File: src/rtl/cache_mem_arbiter.sv
// rtl/cache_mem_arbiter.sv - shares one memory line port between I-cache and D-cache miss paths
// Optional ARB_ROUND_ROBIN_EN swaps fixed D priority plus starvation counter for round-robin.
module cache_mem_arbiter #(
    parameter int LINE_WIDTH   = 256,
    parameter int ADDR_WIDTH   = 32,
    parameter int STARVE_LIMIT = 4
) (
    input  logic                  clk,
    input  logic                  reset,
    input  logic                  i_read,
    input  logic [ADDR_WIDTH-1:0] i_address,
    output logic [LINE_WIDTH-1:0] i_rdata,
    output logic                  i_resp,
    input  logic                  d_read,
    input  logic                  d_write,
    input  logic [ADDR_WIDTH-1:0] d_address,
    input  logic [LINE_WIDTH-1:0] d_wdata,
    output logic [LINE_WIDTH-1:0] d_rdata,
    output logic                  d_resp,
    output logic                  pmem_read,
    output logic                  pmem_write,
    output logic [ADDR_WIDTH-1:0] pmem_address,
    output logic [LINE_WIDTH-1:0] pmem_wdata,
    input  logic [LINE_WIDTH-1:0] pmem_rdata,
    input  logic                  pmem_resp
);

    typedef enum logic [1:0] {IDLE, SERVE_I, SERVE_D} state_t;

    state_t                  state, state_nxt;
    logic [ADDR_WIDTH-1:0]   gnt_addr;
    logic                    gnt_we;
    logic [LINE_WIDTH-1:0]   gnt_wdata;
    logic                    i_pend, d_pend;
    logic                    grant_i, grant_d;
    logic                    pick_i_contended;
    logic                    busy;

    assign i_pend = i_read;
    assign d_pend = d_read | d_write;

`ifdef ARB_ROUND_ROBIN_EN
    // last_gnt: 0 = I was granted most recently, 1 = D
    logic last_gnt;

    assign pick_i_contended = last_gnt;

    always_ff @(posedge clk) begin
        if (reset) begin
            last_gnt <= 1'b0;
        end else if (grant_i) begin
            last_gnt <= 1'b0;
        end else if (grant_d) begin
            last_gnt <= 1'b1;
        end
    end
`else
    localparam logic [3:0] LIMIT = 4'(STARVE_LIMIT);
    logic [3:0] starve_cnt;

    assign pick_i_contended = (starve_cnt == LIMIT);

    always_ff @(posedge clk) begin
        if (reset) begin
            starve_cnt <= 4'd0;
        end else if (grant_d) begin
            if (!i_pend) begin
                starve_cnt <= 4'd0;
            end else if (starve_cnt != LIMIT) begin
                starve_cnt <= starve_cnt + 4'd1;
            end
        end else if (grant_i) begin
            starve_cnt <= 4'd0;
        end
    end
`endif

    always_comb begin
        state_nxt = state;
        grant_i   = 1'b0;
        grant_d   = 1'b0;
        case (state)
            IDLE: begin
                if (i_pend && (!d_pend || pick_i_contended)) begin
                    grant_i   = 1'b1;
                    state_nxt = SERVE_I;
                end else if (d_pend) begin
                    grant_d   = 1'b1;
                    state_nxt = SERVE_D;
                end
            end
            SERVE_I, SERVE_D: begin
                if (pmem_resp) begin
                    state_nxt = IDLE;
                end
            end
            default: state_nxt = IDLE;
        endcase
    end

    always_ff @(posedge clk) begin
        if (reset) begin
            state     <= IDLE;
            gnt_addr  <= '0;
            gnt_we    <= 1'b0;
            gnt_wdata <= '0;
        end else begin
            state <= state_nxt;
            if (grant_i) begin
                gnt_addr  <= i_address;
                gnt_we    <= 1'b0;
                gnt_wdata <= '0;
            end else if (grant_d) begin
                gnt_addr  <= d_address;
                gnt_we    <= d_write;
                gnt_wdata <= d_wdata;
            end
        end
    end

    // Gating with reset keeps the reset cycle itself quiet even mid-transaction.
    assign busy         = (state != IDLE) && !reset;
    assign pmem_read    = busy && !gnt_we;
    assign pmem_write   = busy && gnt_we;
    assign pmem_address = gnt_addr;
    assign pmem_wdata   = gnt_wdata;
    assign i_resp       = !reset && (state == SERVE_I) && pmem_resp;
    assign d_resp       = !reset && (state == SERVE_D) && pmem_resp;
    assign i_rdata      = pmem_rdata;
    assign d_rdata      = pmem_rdata;

endmodule
File: config.mk
export PLATFORM = sky130hd
export DESIGN_NAME = cache_mem_arbiter
export DESIGN_NICKNAME = d
export VERILOG_FILES = /design/src/rtl/cache_mem_arbiter.sv
export SDC_FILE = /design/constraint.sdc
export NUM_CORES = 1
export LEC_CHECK = 0
export BUFFER_PORTS_ARGS = -buffer_cell sky130_fd_sc_hd__buf_2
export CORE_AREA = 5 5 539 541
export DETAILED_ROUTE_END_ITERATION = 7
export DIE_AREA = 0 0 544 546
export SKIP_LAST_GASP = 1
export SYNTH_ARGS = -nofsm -noshare
export SYNTH_HDL_FRONTEND = slang
export SYNTH_SLANG_ARGS = --single-unit
File: constraint.sdc
create_clock -name clk -period 3.2 [get_ports clk]
set_input_delay 0.64 -clock clk [delete_from_list [all_inputs] [get_ports clk]]
set_output_delay 0.64 -clock clk [all_outputs]
set_load 0.05 [all_outputs]
==> results.cfg <==
[outcome]
outcome = completed

[clocking]
cts_hold_buf = 0
cts_num_sinks = 295
cts-buffers-inserted = 43
cts_resized = 0
cts_setup_buffers = 0
cts_tree = built
worst_skew_pair.late_latency_ns = 0.67
clockBufferDepth = 3
root_buffer = clkbuf_16
clkTransAtPathRegs_ns = 0.07
h-tree-depth = 2

[routing]
ant_nets = 0
drt_iter0_markers = 952
vias = 13146
vias_per_cell = 2.30
wirelength_um = 185000
detail_route.wl_per_cell_um = 32.3
drc = 0
dr.pass1.iters = 5

[worst_hold_path]
hp-class = primary input to flip-flop

[sta]
finalSetupViolCount = 0
final.setup.tns_ns = 0
hold_viol = 0
min_period_ns = 2.73
finalClockSkew_ns = 0.0460
fin_crit_sh = 0.854
maxSlewHeadroom = 0.655
drv_slew = 0
fmax_mhz = 366
rsz0062_at_grt = false
tightestPinTransition_ns = 0.521

[grt]
grt_start_max_net_pins = 94
track_usage = 0.119
antenna_found_initial = 137
grt_overflow = 0
grt_pass1_wl_um = 212000
grt_pass1_vias = 12169

[synthesis]
syn-num-nets = 2406
netlist_area_um2 = 14300
synthCells = 1819
synth.avg_cell_area_um2 = 7.87
synth_async_sr_flop_share = 0
synth-edff-count = 0
yosysWarnings = 0
synth-seq-area-share = 0.412
synthFlopType = dfxtp_1
yosys.area.top_type_share = 0.412
synth_seq_cells = 295
synth.area.top_cells = dfxtp_1 41%, buf_4 27%, nand2_1 15%
synth.distinct_cells = 33
synth_common_cells = 578 x nand2_1, 521 x buf_4, 295 x dfxtp_1, 258 x a21oi_1, 82 x buf_2
yosysMostFrequentCell = nand2_1
yosys.area.top_type = dfxtp_1

[power_and_ir_drop]
powerDensity_nw_per_um2 = 640
p_leak_nw = 7.73
ir_drop_mv = 0.346

[run]
cap_violations = 0

[place]
port_buffers = 617
place_area_um2 = 18300
dpl.hpwl_um = 168000
gp_congestion = 0.953

[critical_path]
cp-end-kind = output pin
crit_chain = inv_1 -> ha_1 -> nor3b_1 -> buf_2
critPathLaunchType = flip-flop
required_ns = 2.56
path_class = flip-flop to output pin
cp_num_buf_inv = 2
cp_slowest_stage_delay_ns = 0.42
cp_slowest_cell = buf_2
cp_max_fo = 9
path_delay_family = buffers and inverters
cp.arrival_ns = 2.09

[layout]
fin_nets = 2492
drive_gt1_frac = 0.376
fin_area_um2 = 19800
syn2layout_area_growth_pct = 38.2

[die]
die_w_um = 544
fp.coreArea_um2 = 284000
fp-row-count = 196
die_h_um = 546
die_area_um2 = 297000
start_util = 0.0503
io_pins = 1386
-- cells in the final DEF (no fill, tap or decap), types with 2 or more instances in the layout --
cell type   Yosys  layout
nor2b_1         3       3
clkinvlp_4      0       3
nor3_1          2       2
diode_2         0      23
buf_2          82     617
dfxtp_1       295     295
a22oi_1        32      32
clkinv_4        0       4
ha_1            5       5
clkbuf_1        6       7
inv_1           6       6
inv_6           0       6
a31oi_1         2       2
clkinv_2        0       4
nand2_1       578     578
nor2_1          4       4
bufinv_16       0       4
nand3_1         3       3
clkbuf_8        0       5
and3b_1         3       3
buf_4         521      14
a21oi_1       258     258
clkbuf_16       0      44
buf_12          0      19
-- registers in the layout (all words and copies together) (netlist names) --
signal,count
pmem_address,32
gnt_we,1
pmem_wdata,256
state,2
starve_cnt,4
-- path summary, 6_finish.rpt --
check / from / to / slack, ns / cells after the start
max: state[0] / pmem_write / 0.47 / 4
min: d_address[6] / pmem_address[6] / 0.15 / 3
max reg2reg: state[0] / pmem_wdata[213] / 0.98 / 8
min reg2reg: pmem_wdata[185] / pmem_wdata[185] / 0.45 / 2
-- worst register-to-register path, stage by stage (launching register included) --
cell	delay (ns)
dfxtp_1	0.31
inv_1	0.09
ha_1	0.42
o21ai_4	0.15
nor2_4	0.36
buf_12	0.29
buf_4	0.36
nand2_1	0.07
a21oi_1	0.12
-- where the power goes --
part	total, W	internal (W)	switching [W]	leakage (nW)
Clock	0.00524	0.00299	0.00225	0.710
Sequential	0.00420	0.00401	0.000194	2.43
Combinational	0.00322	0.000708	0.00252	4.59
Total	0.0127	0.00770	0.00496	7.73
-- logic make-up (layout without fill, tap and decap cells) --
family | count (synthesis) | in the layout | synth area share
other | 0 | 23 | 0
multiplexers | 1 | 1 | 0.000699
AO/OA/AOI/OAI | 302 | 302 | 0.115
adder cells (fa/ha/maj) | 5 | 5 | 0.00437
buffers and inverters | 615 | 734 | 0.305
flip-flops | 295 | 295 | 0.412
AND/OR/NAND/NOR | 601 | 601 | 0.163
-- per-stage QoR --
stage	util	setup WS, ns	power (W)	hold slack [ns]	cells
after global placement	0.0642	0.844	0.00756	0.438	5622
after CTS	0.0694	0.318	0.0130	0.0685	5700
after detailed placement	0.0642	0.851	0.00756	0.443	5622
after floorplan	-	0.584	0.00786	0.468	1819
final	0.0696	0.467	0.0127	0.154	5723
after global routing	0.0695	0.317	0.0133	0.112	5712
-- metal layers --
metal  wire [um]  track usage  up-vias
li1            -            -     5483
met1       41600       0.0785     5693
met4        8930       0.0453       28
met5         189            0        -
met2       76900        0.179     1444
met3       57100        0.168      498
-- final cells by class --
| class | count | area [um2] |
|---|---|---|
| repair buffers | 650 | 3570 |
| clock inverters | 22 | 267 |
| clock buffers | 56 | 1200 |
| inverters | 6 | 22.5 |
| multi-input cells | 909 | 4060 |
| fillers | 33638 | 265000 |
| well taps | 3762 | 4710 |
| diodes | 23 | 57.6 |
| flip-flops and latches | 295 | 5910 |
(Power assumes the default switching activity.)
